--- src/rtl/obstacle_scheduler.sv ---
// obstacle_scheduler: buffers a bundle of random values and turns each one into a timed obstacle spawn.
// Optional `SPAWN_NO_REPEAT_EN bumps a type that would repeat the previous spawn.
module obstacle_scheduler #(
  parameter int NUM_LEN = 3,
  parameter int COUNT = 4,
  parameter int MIN_GAP = 8,
  parameter int GAP_SHIFT = 2,
  parameter int CNT_W = 16,
  localparam int IW = COUNT > 1 ? $clog2(COUNT) : 1
) (
  input logic clock,
  input logic reset,
  input logic enable,
  input logic tick,
  input logic [NUM_LEN*COUNT-1:0] randoms,
  output logic start,
  output logic spawn,
  output logic [NUM_LEN-1:0] spawn_type,
  output logic [IW-1:0] index
);
  typedef enum logic [1:0] {IDLE, REQ, LOAD, WAIT} state_t;
  state_t state, state_n;
  logic [CNT_W-1:0] cnt, cnt_n;
  logic [IW-1:0] index_n;
  logic [NUM_LEN-1:0] vals [COUNT];
  logic [NUM_LEN-1:0] cur, emit, type_n;
  logic spawn_n;
  function automatic logic [CNT_W-1:0] gap(input logic [NUM_LEN-1:0] v);
    return CNT_W'(MIN_GAP) + (CNT_W'(v) << GAP_SHIFT);
  endfunction
  assign start = state == REQ;
  assign cur = vals[index];
`ifdef SPAWN_NO_REPEAT_EN
  logic [NUM_LEN-1:0] prev;
  assign emit = cur == prev ? cur + 1'b1 : cur;
  always_ff @(posedge clock) prev <= !reset ? '0 : spawn_n ? type_n : prev;
`else
  assign emit = cur;
`endif
  always_comb begin
    state_n = state;
    cnt_n = cnt;
    index_n = index;
    spawn_n = 1'b0;
    type_n = spawn_type;
    case (state)
      IDLE: state_n = enable ? REQ : IDLE;
      REQ: state_n = LOAD;
      LOAD: begin
        index_n = '0;
        cnt_n = gap(randoms[NUM_LEN-1:0]);
        state_n = WAIT;
      end
      default: if (tick && enable) begin
        if (cnt == CNT_W'(1)) begin
          spawn_n = 1'b1;
          type_n = emit;
          if (index == IW'(COUNT - 1)) state_n = REQ;
          else begin
            index_n = index + 1'b1;
            cnt_n = gap(vals[index + 1'b1]);
          end
        end else cnt_n = cnt - 1'b1;
      end
    endcase
  end
  always_ff @(posedge clock) begin
    if (!reset) begin
      state <= IDLE;
      cnt <= '0;
      index <= '0;
      spawn <= 1'b0;
      spawn_type <= '0;
      for (int i = 0; i < COUNT; i++) vals[i] <= '0;
    end else begin
      state <= state_n;
      cnt <= cnt_n;
      index <= index_n;
      spawn <= spawn_n;
      spawn_type <= type_n;
      if (state == LOAD) for (int i = 0; i < COUNT; i++) vals[i] <= randoms[i*NUM_LEN +: NUM_LEN];
    end
  end
endmodule

--- config.mk ---
export PLATFORM = sky130hd
export DESIGN_NAME = obstacle_scheduler
export DESIGN_NICKNAME = d
export VERILOG_FILES = /design/src/rtl/obstacle_scheduler.sv
export SDC_FILE = /design/constraint.sdc
export NUM_CORES = 1
export LEC_CHECK = 0
export ABC_AREA = 1
export BUFFER_PORTS_ARGS = -buffer_cell sky130_fd_sc_hd__buf_2
export CAP_MARGIN = 20
export CELL_PAD_IN_SITES_DETAIL_PLACEMENT = 1
export CELL_PAD_IN_SITES_GLOBAL_PLACEMENT = 2
export CORE_MARGIN = 8
export CORE_UTILIZATION = 30
export DETAILED_ROUTE_END_ITERATION = 10
export GPL_ROUTABILITY_DRIVEN = 0
export PLACE_DENSITY = 0.76
export SETUP_SLACK_MARGIN = 0.1
export SYNTH_ARGS = -nofsm -noshare
export SYNTH_HDL_FRONTEND = slang
export SYNTH_SLANG_ARGS = --single-unit
--- constraint.sdc ---
create_clock -name clock -period 1.78 [get_ports clock]
set_input_delay 0.267 -clock clock [delete_from_list [all_inputs] [get_ports clock]]
set_output_delay 0.267 -clock clock [all_outputs]
set_load 0.02 [all_outputs]
==> results of run 1 <==
==> cell usage in the layout, fill, tap and decap left out, types with 3 or more instances in the layout <==
cell type,count
a21oi_1,15
a21oi_2,4
buf_2,22
buf_4,20
bufinv_16,3
clkbuf_8,5
dfxtp_1,20
dfxtp_2,3
edfxtp_1,12
ha_1,7
inv_1,45
inv_2,3
nand2_1,63
nand2_2,7
nand3_1,18
nand4_1,3
nor2_1,56
nor2_2,8
nor2_4,3
nor3_1,4
o21ai_0,20
o21ai_1,6
==> cells by family (layout without fill, tap and decap cells) <==
logic type,count (synthesis),count (layout),synth area share (%)
xor gates and xnor gates,4,4,1.571
buffers and inverters,57,102,10.43
and+or+nand+nor,171,171,34.04
AOI/OAI and AO/OA,47,47,11.22
DFF,36,36,37.69
adders and majority gates,9,9,5.048
==> final timing paths <==
| kind | from | endpoint | slack (ns) | depth (start not counted) |
|---|---|---|---|---|
| setup / recovery | index[0] | cnt[5] | 0.11 | 8 |
| hold reg to reg | spawn_type[0] | spawn_type[0] | 0.44 | 2 |
| setup reg to reg | index[0] | cnt[5] | 0.11 | 8 |
| hold / removal | randoms[11] | vals[3][2] | 0.27 | 3 |
==> where the power goes <==
part	internal, mW	switching [mW]	total (mW)
Clock	0.701	0.321	1.02
Combinational	0.830	1.45	2.28
Sequential	1.04	0.142	1.19
Total	2.58	1.92	4.49
==> worst max-delay path: stages, from the launching register on <==
cell and delay (ns):
dfxtp_4 0.36, buf_8 0.12, buf_4 0.15, o21ai_1 0.15, o22ai_1 0.11, ha_1 0.21, or2_2 0.29, nand3_1 0.11
a21oi_2 0.06
==> Yosys cell counts, drive strengths merged <==
cell / n / area, um^2
a21oi: 19 / 106.4
and3: 1 / 6.260
buf: 2 / 25.02
clkbuf: 4 / 15.01
clkinv: 1 / 5.000
dfxtp: 24 / 480.5
edfxtp: 12 / 360.4
ha: 9 / 112.6
inv: 50 / 187.7
nand2: 73 / 304.0
nand3: 20 / 112.6
nand4: 3 / 18.77
nor2: 67 / 279.0
nor3: 4 / 20.02
o211ai: 1 / 7.510
o21ai: 26 / 130.1
o22ai: 1 / 6.260
or2: 3 / 18.77
xnor2: 2 / 17.52
xor2: 2 / 17.52
==> routing by layer <==
| layer | up-vias | wire length [um] | global-route usage [%] | share of wire [%] |
|---|---|---|---|---|
| li1 | 1109 | - | - | - |
| met1 | 1000 | 2931 | 16.12 | 47 |
| met2 | 22 | 3104 | 23.24 | 50 |
| met3 | 5 | 146 | 2.657 | 2.3 |
| met4 | 0 | 74 | 3.725 | 1.2 |
| met5 | - | 0 | 0 | 0 |
==> flip-flops by register name, summed over array words and instances, names as in the netlist <==
signal / count
state: 2
index: 2
spawn: 1
spawn_type: 3
vals: 12
cnt: 16
==> stage by stage <==
step / instance area, um^2 / std cells
floorplan: 2233 / 324
global placement: 2532 / 453
detailed placement: 2532 / 453
CTS: 2760 / 466
global route: 2823 / 468
finish: 2823 / 468
==> what timing repair did <==
item                                    4_1_cts  5_1_grt
buffers inserted                              5        2
pin swaps                                     0       10
resized for setup                             9       19
endpoints found under the setup margin        5       19
==> cell type report <==
cell class / instances / area share (%)
Multi-Input combinational cell: 231 / 43.04
Inverter: 51 / 7.137
Sequential cell: 36 / 30.05
Clock inverter: 3 / 3.191
Tap cell: 99 / 4.388
Clock buffer: 5 / 2.438
Timing Repair Buffer: 43 / 9.752
==> qor.csv, run 1 <==
stage;metric;value;unit
outcome;outcome;completed;
place;HPWL after detailed placement;4916;um
yosys;Avg Inst Size Synth;6.885;um^2
floorplan;num ports;23;
place;pre-CTS setup slack;0.01677;ns
clocking;CTS tree;built;
clocking;H-tree Lvls;2;
critical_path;CP max FO;8;
power_and_ir_drop;P per Cell Area;1592;nW/um^2
yosys;sequential share of the synthesized area;37.69;%
global_routing;Total GRT Usage;13.33;%
sta;final setup TNS;0;ns
sta;skew final;0.008246;ns
sta;RSZ-0062 raised after global routing;yes;
sta;Slew @ Worst Pin;0.4039;ns
clocking;CTS Buf Count;5;
drt;DR DRC count;0;
floorplan;core area;7214;um^2
yosys;Mapped Nets;349;
clocking;Clock Pin Slew Worst Setup and Hold Paths;0.08;ns
yosys;Yosys Warn Count;0;
yosys;post-synth cell types;30;
drt;via density per instance;4.564;
finish;fin util;39.13;%
sta;Worst slew margin;73.01;%
sta;crit path time final;1.667;ns
yosys;Cells after Synth;324;
flow_run;Max-Cap Viols;0;
floorplan;Row Count;31;
global_routing;GR Overflow Total;0;
power_and_ir_drop;Static Leak;1.345;nW
finish;register area;848.3;um^2
critical_path;CP endpoint kind;flop;
finish;fin nets;393;
sta;Final WS setup;0.1129;ns
sta;fin crit share;93.66;%
finish;area of the multi-input gates;1215;um^2
clocking;hold_buf cts;0;
finish;Layout area overhead;26.53;%
global_routing;largest net degree at the start of global routing;14;
drt;Antenna Violating Nets Remaining;0;
finish;number of diodes;0;
critical_path;Crit Path Class;flop to flop;
power_and_ir_drop;Overall Power;4.494;mW
sta;final setup fails;0;
drt;first drt pass iteration count;4;
yosys;Yosys reg bits;36;
min_path;class of the worst hold path;primary input to flop;
global_routing;initial antenna violation count;0;
sta;hold_ws;0.2701;ns
drt;Avg WL per Cell;13.37;um
clocking;CTS root buf;clkbuf_8;
floorplan;die height;102.2;um
critical_path;crit start category;flop;
sta;Final Hold Fails;0;
clocking;clk sinks;36;
sta;fin. max-slew vios;0;
critical_path;Worst EP required;1.96;ns
drt;vias;2136;
drt;DR iter-0 viols;44;
finish;fillers;951;
sta;f_max;0.5999;GHz
clocking;clk buf depth;2;
finish;layout cell share with drive strength beyond 1;24.93;%
global_routing;vias in the first global route;2301;
floorplan;starting density of the core;30.92;%
power_and_ir_drop;maximum VDD drop;528.9;uV
critical_path;CP Data Arrival Time;1.85;ns
floorplan;Die ar.;10450;um^2
floorplan;Die Wd;102.2;um
yosys;Synth Cell Area;2231;um^2
global_routing;first-pass GRT wire length;10920;um
place;input/output buffers;22;
clocking;Worst-Skew Late Latency;0.29;ns
drt;final WL;6257;um
(Power assumes the default switching activity.)
==> inputs of run 2 (changes only) <==
Settings changed: CAP_MARGIN 20 to default, CELL_PAD_IN_SITES_DETAIL_PLACEMENT 1 to 0, CELL_PAD_IN_SITES_GLOBAL_PLACEMENT 2 to 1, CORE_UTILIZATION 30 to 38, PLACE_DENSITY 0.76 to default, PLACE_DENSITY_LB_ADDON from default to 0.1.
==> qor.csv, run 2 (synthesis results as in run 1) <==
stage;metric;value;unit
outcome;outcome;completed;
critical_path;CP Data Arrival Time;1.76;ns
power_and_ir_drop;Static Leak;1.311;nW
sta;skew final;0.006365;ns
clocking;CTS root buf;clkbuf_8;
power_and_ir_drop;maximum VDD drop;570.3;uV
finish;fillers;644;
global_routing;initial antenna violation count;0;
clocking;Clock Pin Slew Worst Setup and Hold Paths;0.07;ns
finish;layout cell share with drive strength beyond 1;23.24;%
flow_run;Max-Cap Viols;0;
finish;most frequent cells in the layout;nand2_1 (64), nor2_1 (58), inv_1 (45);
sta;crit path time final;1.580;ns
clocking;hold_buf cts;0;
place;HPWL after detailed placement;4317;um
clocking;CTS Buf Count;5;
finish;Largest regs;cnt: 16 flops, vals: 12 flops, spawn_type: 3 flops;
floorplan;Row Count;28;
global_routing;vias in the first global route;2007;
global_routing;first-pass GRT wire length;9149;um
floorplan;die height;92.62;um
clocking;Worst-Skew Late Latency;0.29;ns
drt;Avg WL per Cell;12.38;um
finish;Biggest register;cnt;
clocking;clk buf depth;2;
drt;via density per instance;4.676;
drt;vias;2081;
floorplan;Die ar.;8578;um^2
critical_path;Worst EP required;1.96;ns
finish;area of the multi-input gates;1195;um^2
finish;leading cell type in the layout, fill and taps excluded;nand2_1;
clocking;H-tree Lvls;2;
sta;RSZ-0062 raised after global routing;yes;
min_path;class of the worst hold path;primary input to flop;
drt;final WL;5508;um
drt;first drt pass iteration count;6;
global_routing;GR Overflow Total;0;
global_routing;largest net degree at the start of global routing;16;
floorplan;starting density of the core;38.59;%
floorplan;core area;5781;um^2
sta;final setup fails;0;
drt;DR iter-0 viols;79;
power_and_ir_drop;Overall Power;3.968;mW
clocking;clk sinks;36;
sta;final setup TNS;0;ns
critical_path;CP endpoint kind;flop;
sta;Final Hold Fails;0;
global_routing;Total GRT Usage;13.27;%
floorplan;num ports;23;
finish;number of diodes;0;
floorplan;Die Wd;92.62;um
sta;fin crit share;88.74;%
power_and_ir_drop;P per Cell Area;1468;nW/um^2
sta;f_max;0.6331;GHz
sta;Worst slew margin;74.49;%
clocking;CTS tree;built;
finish;register area;847.1;um^2
sta;fin. max-slew vios;0;
finish;max reg flops;16;
finish;fin nets;394;
place;input/output buffers;22;
critical_path;crit start category;flop;
critical_path;Crit Path Class;flop to flop;
critical_path;CP max FO;7;
drt;Antenna Violating Nets Remaining;0;
drt;DR DRC count;0;
sta;Slew @ Worst Pin;0.3817;ns
finish;Layout area overhead;21.20;%
## run 2: metal layers
metal	vias to the layer above	global-route usage (%)	wire length [um]
li1	1107	-	-
met1	941	16.26	2632
met2	28	22.35	2631
met3	5	3.317	176
met4	0	4.027	68
met5	-	0	0
## run 2: path summary, 6_finish.rpt
path,startpoint,endpoint,slack (ns),cells after the start
worst max-delay path,index[0],cnt[5],0.20,8
worst max register to register,index[0],cnt[5],0.20,8
worst min register to register,spawn_type[0],spawn_type[0],0.44,2
worst min-delay path,randoms[9],vals[3][0],0.27,3
## run 2: power breakdown
group / switching (mW) / total [mW] / internal, mW
Sequential: 0.138 / 1.18 / 1.04
Clock: 0.295 / 0.562 / 0.267
Combinational: 1.40 / 2.23 / 0.828
## run 2: timing repair
action,CTS,global route
resized for setup,0,20
setup endpoints to repair,0,21
setup buffers,0,8
## run 2: through the flow
step / std cells / utilization [%] / hold slack, ns / setup slack [ns] / cell area, um^2
after floorplan: 324 / - / 0.4489 / 0.1083 / 2233
after global placement: 429 / 43.29 / 0.4313 / 0.1109 / 2502
after detailed placement: 429 / 43.29 / 0.4345 / 0.1143 / 2502
after CTS: 437 / 44.68 / 0.2586 / 0.1017 / 2582
after global routing: 445 / 46.77 / 0.2734 / 0.08500 / 2704
final: 445 / 46.77 / 0.2660 / 0.2004 / 2704
## run 2: worst max-delay path, cell delays in order (launching register included)
cell and delay, ns:
dfxtp_4 0.38, buf_12 0.11, clkinvlp_4 0.12, o21ai_1 0.14
o22ai_1 0.09, ha_1 0.19, or2_2 0.30, nand3_2 0.07
a21oi_2 0.05
## run 2: area by class of cell
class,count,area share (%)
timing repair buffer,44,10.78
sequential,36,31.33
inverter,51,7.265
tap,75,3.471
multi-input combinational,231,44.19
clock buffer,6,2.684
clock inverter,2,0.2776
==> inputs of run 3 (changes only) <==
Settings changed: SETUP_SLACK_MARGIN 0.1 to 0.4.
==> qor.csv, run 3 (synthesis results as in run 1) <==
stage;metric;value;unit
outcome;outcome;completed;
drt;first drt pass iteration count;4;
clocking;CTS tree;built;
critical_path;crit-path max cell delay;0.38;ns
power_and_ir_drop;Pint;2.612;mW
place;input/output buffers;22;
sta;RSZ-0062 raised after global routing;yes;
finish;Layout area overhead;44.31;%
finish;max reg flops;16;
finish;Largest regs;cnt: 16 flops, vals: 12 flops, spawn_type: 3 flops;
drt;Met3 Wirelength;140;um
finish;final instance area;3219;um^2
power_and_ir_drop;sequential share of power;24.7;%
flow_run;Max-Cap Viols;0;
finish;leading cell type in the layout, fill and taps excluded;nor2_1;
critical_path;crit path from;index[0];
clocking;CTS Buf Count;5;
finish;final std cells w/o fill;457;
sta;skew final;0.01014;ns
critical_path;Reg2Reg Depth;8;
floorplan;Row Count;28;
finish;most frequent cells in the layout;nor2_1 (50), nand2_1 (47), inv_1 (39);
clocking;CTS root buf;clkbuf_8;
critical_path;critical-path cell list;ha_4 -> o21ai_2 -> o22ai_2 -> ha_4 -> nand3_2 -> nand3_2 -> nand2_1 -> a21oi_2;
min_path;Hold Crit Endpoint;vals[1][1];
sta;final setup fails;0;
finish;fin util;55.69;%
drt;Avg WL per Cell;13.61;um
critical_path;Reg-to-Reg Start;index[0];
drt;WL met2;3338;um
drt;via density per instance;4.722;
place;HPWL after detailed placement;4272;um
power_and_ir_drop;P_sw;2.331;mW
min_path;class of the worst hold path;primary input to flop;
clocking;H-tree Lvls;2;
sta;Slew @ Worst Pin;0.3553;ns
drt;DR iter-0 viols;101;
critical_path;r2r setup slk;0.27;ns
global_routing;vias in the first global route;2226;
floorplan;Die ar.;8578;um^2
global_routing;first-pass GRT wire length;10540;um
power_and_ir_drop;maximum VDD drop;958.2;uV
min_path;hold_sp;randoms[4];
finish;fillers;564;
critical_path;CP endpoint kind;flop;
drt;Metal-1 WL;2663;um
sta;fin. max-slew vios;0;
clocking;clk sinks;36;
clocking;clk buf depth;2;
sta;Final Hold Fails;0;
floorplan;core area;5781;um^2
finish;number of diodes;0;
floorplan;starting density of the core;38.59;%
drt;final WL;6220;um
critical_path;CP Buf/Inv Count;0;
min_path;Hold Path Depth;3;
place;Inst Count DP;418;
global_routing;GR Overflow Total;0;
power_and_ir_drop;Clock power frac;11.6;%
floorplan;num ports;23;
sta;f_max;0.6639;GHz
clocking;Clock Pin Slew Worst Setup and Hold Paths;0.08;ns
power_and_ir_drop;Static Leak;1.482;nW
drt;DR top layer;met4;
power_and_ir_drop;switching share of power;47.16;%
drt;vias;2158;
sta;fin crit share;84.62;%
critical_path;CP Data Arrival Time;1.70;ns
floorplan;die height;92.62;um
critical_path;CP max FO;6;
critical_path;Worst EP required;1.97;ns
critical_path;Crit Path Class;flop to flop;
finish;Biggest register;cnt;
critical_path;crit start category;flop;
floorplan;Die Wd;92.62;um
global_routing;initial antenna violation count;0;
finish;layout cell share with drive strength beyond 1;42.67;%
drt;DR DRC count;0;
sta;crit path time final;1.506;ns
critical_path;Slowest cell on crit path;dfxtp_4;
critical_path;RR Endpoint;cnt[4];
global_routing;largest net degree at the start of global routing;14;
global_routing;Total GRT Usage;15.30;%
drt;Antenna Violating Nets Remaining;0;
critical_path;cell family with most CP delay;adder cells;
sta;hold_ws;0.2689;ns
power_and_ir_drop;Overall Power;4.943;mW
place;Placed Area;2532;um^2
power_and_ir_drop;P per Cell Area;1535;nW/um^2
sta;Worst slew margin;76.06;%
finish;fin nets;406;
power_and_ir_drop;combinational share of power;63.7;%
sta;Final WS setup;0.2737;ns
place;pre-CTS setup slack;0.1416;ns
clocking;Worst-Skew Late Latency;0.29;ns
sta;final setup TNS;0;ns
run 3: cell types whose count changed in the layout (fill, tap and decap cells not counted), moves of 7 or more:
cell     before  now
a21oi_1      16    8
a21oi_2       3   11
buf_6         1    8
nand2_1      64   47
nand2_2       7   17
nand3_1      17   10
nor2_1       58   50
o21ai_0      22   14
run 3: worst max path at each step:
| stage | end | slack (ns) | depth (start not counted) |
|---|---|---|---|
| 2_1_floorplan | cnt[4] | 0.28 | 9 |
| 3_3_place_gp | cnt[5] | 0.15 | 9 |
| 3_5_place_dp | cnt[5] | 0.14 | 9 |
| 4_1_cts | cnt[4] | 0.25 | 10 |
| 5_1_grt | cnt[3] | 0.18 | 9 |
| 6_report | cnt[4] | 0.27 | 8 |
run 3: what timing repair did:
action / in CTS / in global routing
gates cloned: 2 / 0
hold buffers: 0 / 0
endpoints found under the setup margin: 36 / 36
hold endpoints to repair: 0 / 0
gates resized for setup: 70 / 29
pin swaps: 33 / 30
buffers inserted: 26 / 3
run 3: worst min-delay path: stages:
cell and delay (ns):
buf_2 0.07, inv_1 0.03, nor2_1 0.08
run 3: power groups by stage:
stage                     Sequential, mW  Combinational [mW]  Clock, mW
final                               1.22                3.15      0.571
after global routing                1.25                3.49      0.630
after CTS                           1.21                2.84      0.591
after detailed placement            1.23                2.16          0
after global placement              1.22                2.17          0
after floorplan                     1.18                1.76          0
run 3: routing by layer:
layer	track usage [%]	vias up
li1	-	1142
met1	17.30	981
met2	28.13	27
met3	3.155	8
met4	4.430	0
met5	0	-
run 3: cell type report:
type	count	area, um^2	area share (%)
flip-flops and latches	36	860.8	26.74
clock buffers	7	76.32	2.371
clock inverters	1	3.754	0.1166
multi-input cells	232	1541	47.88
inverters	51	224.0	6.957
well taps	75	93.84	2.915
repair buffers	54	412.9	12.83
repair inverters	1	6.256	0.1943
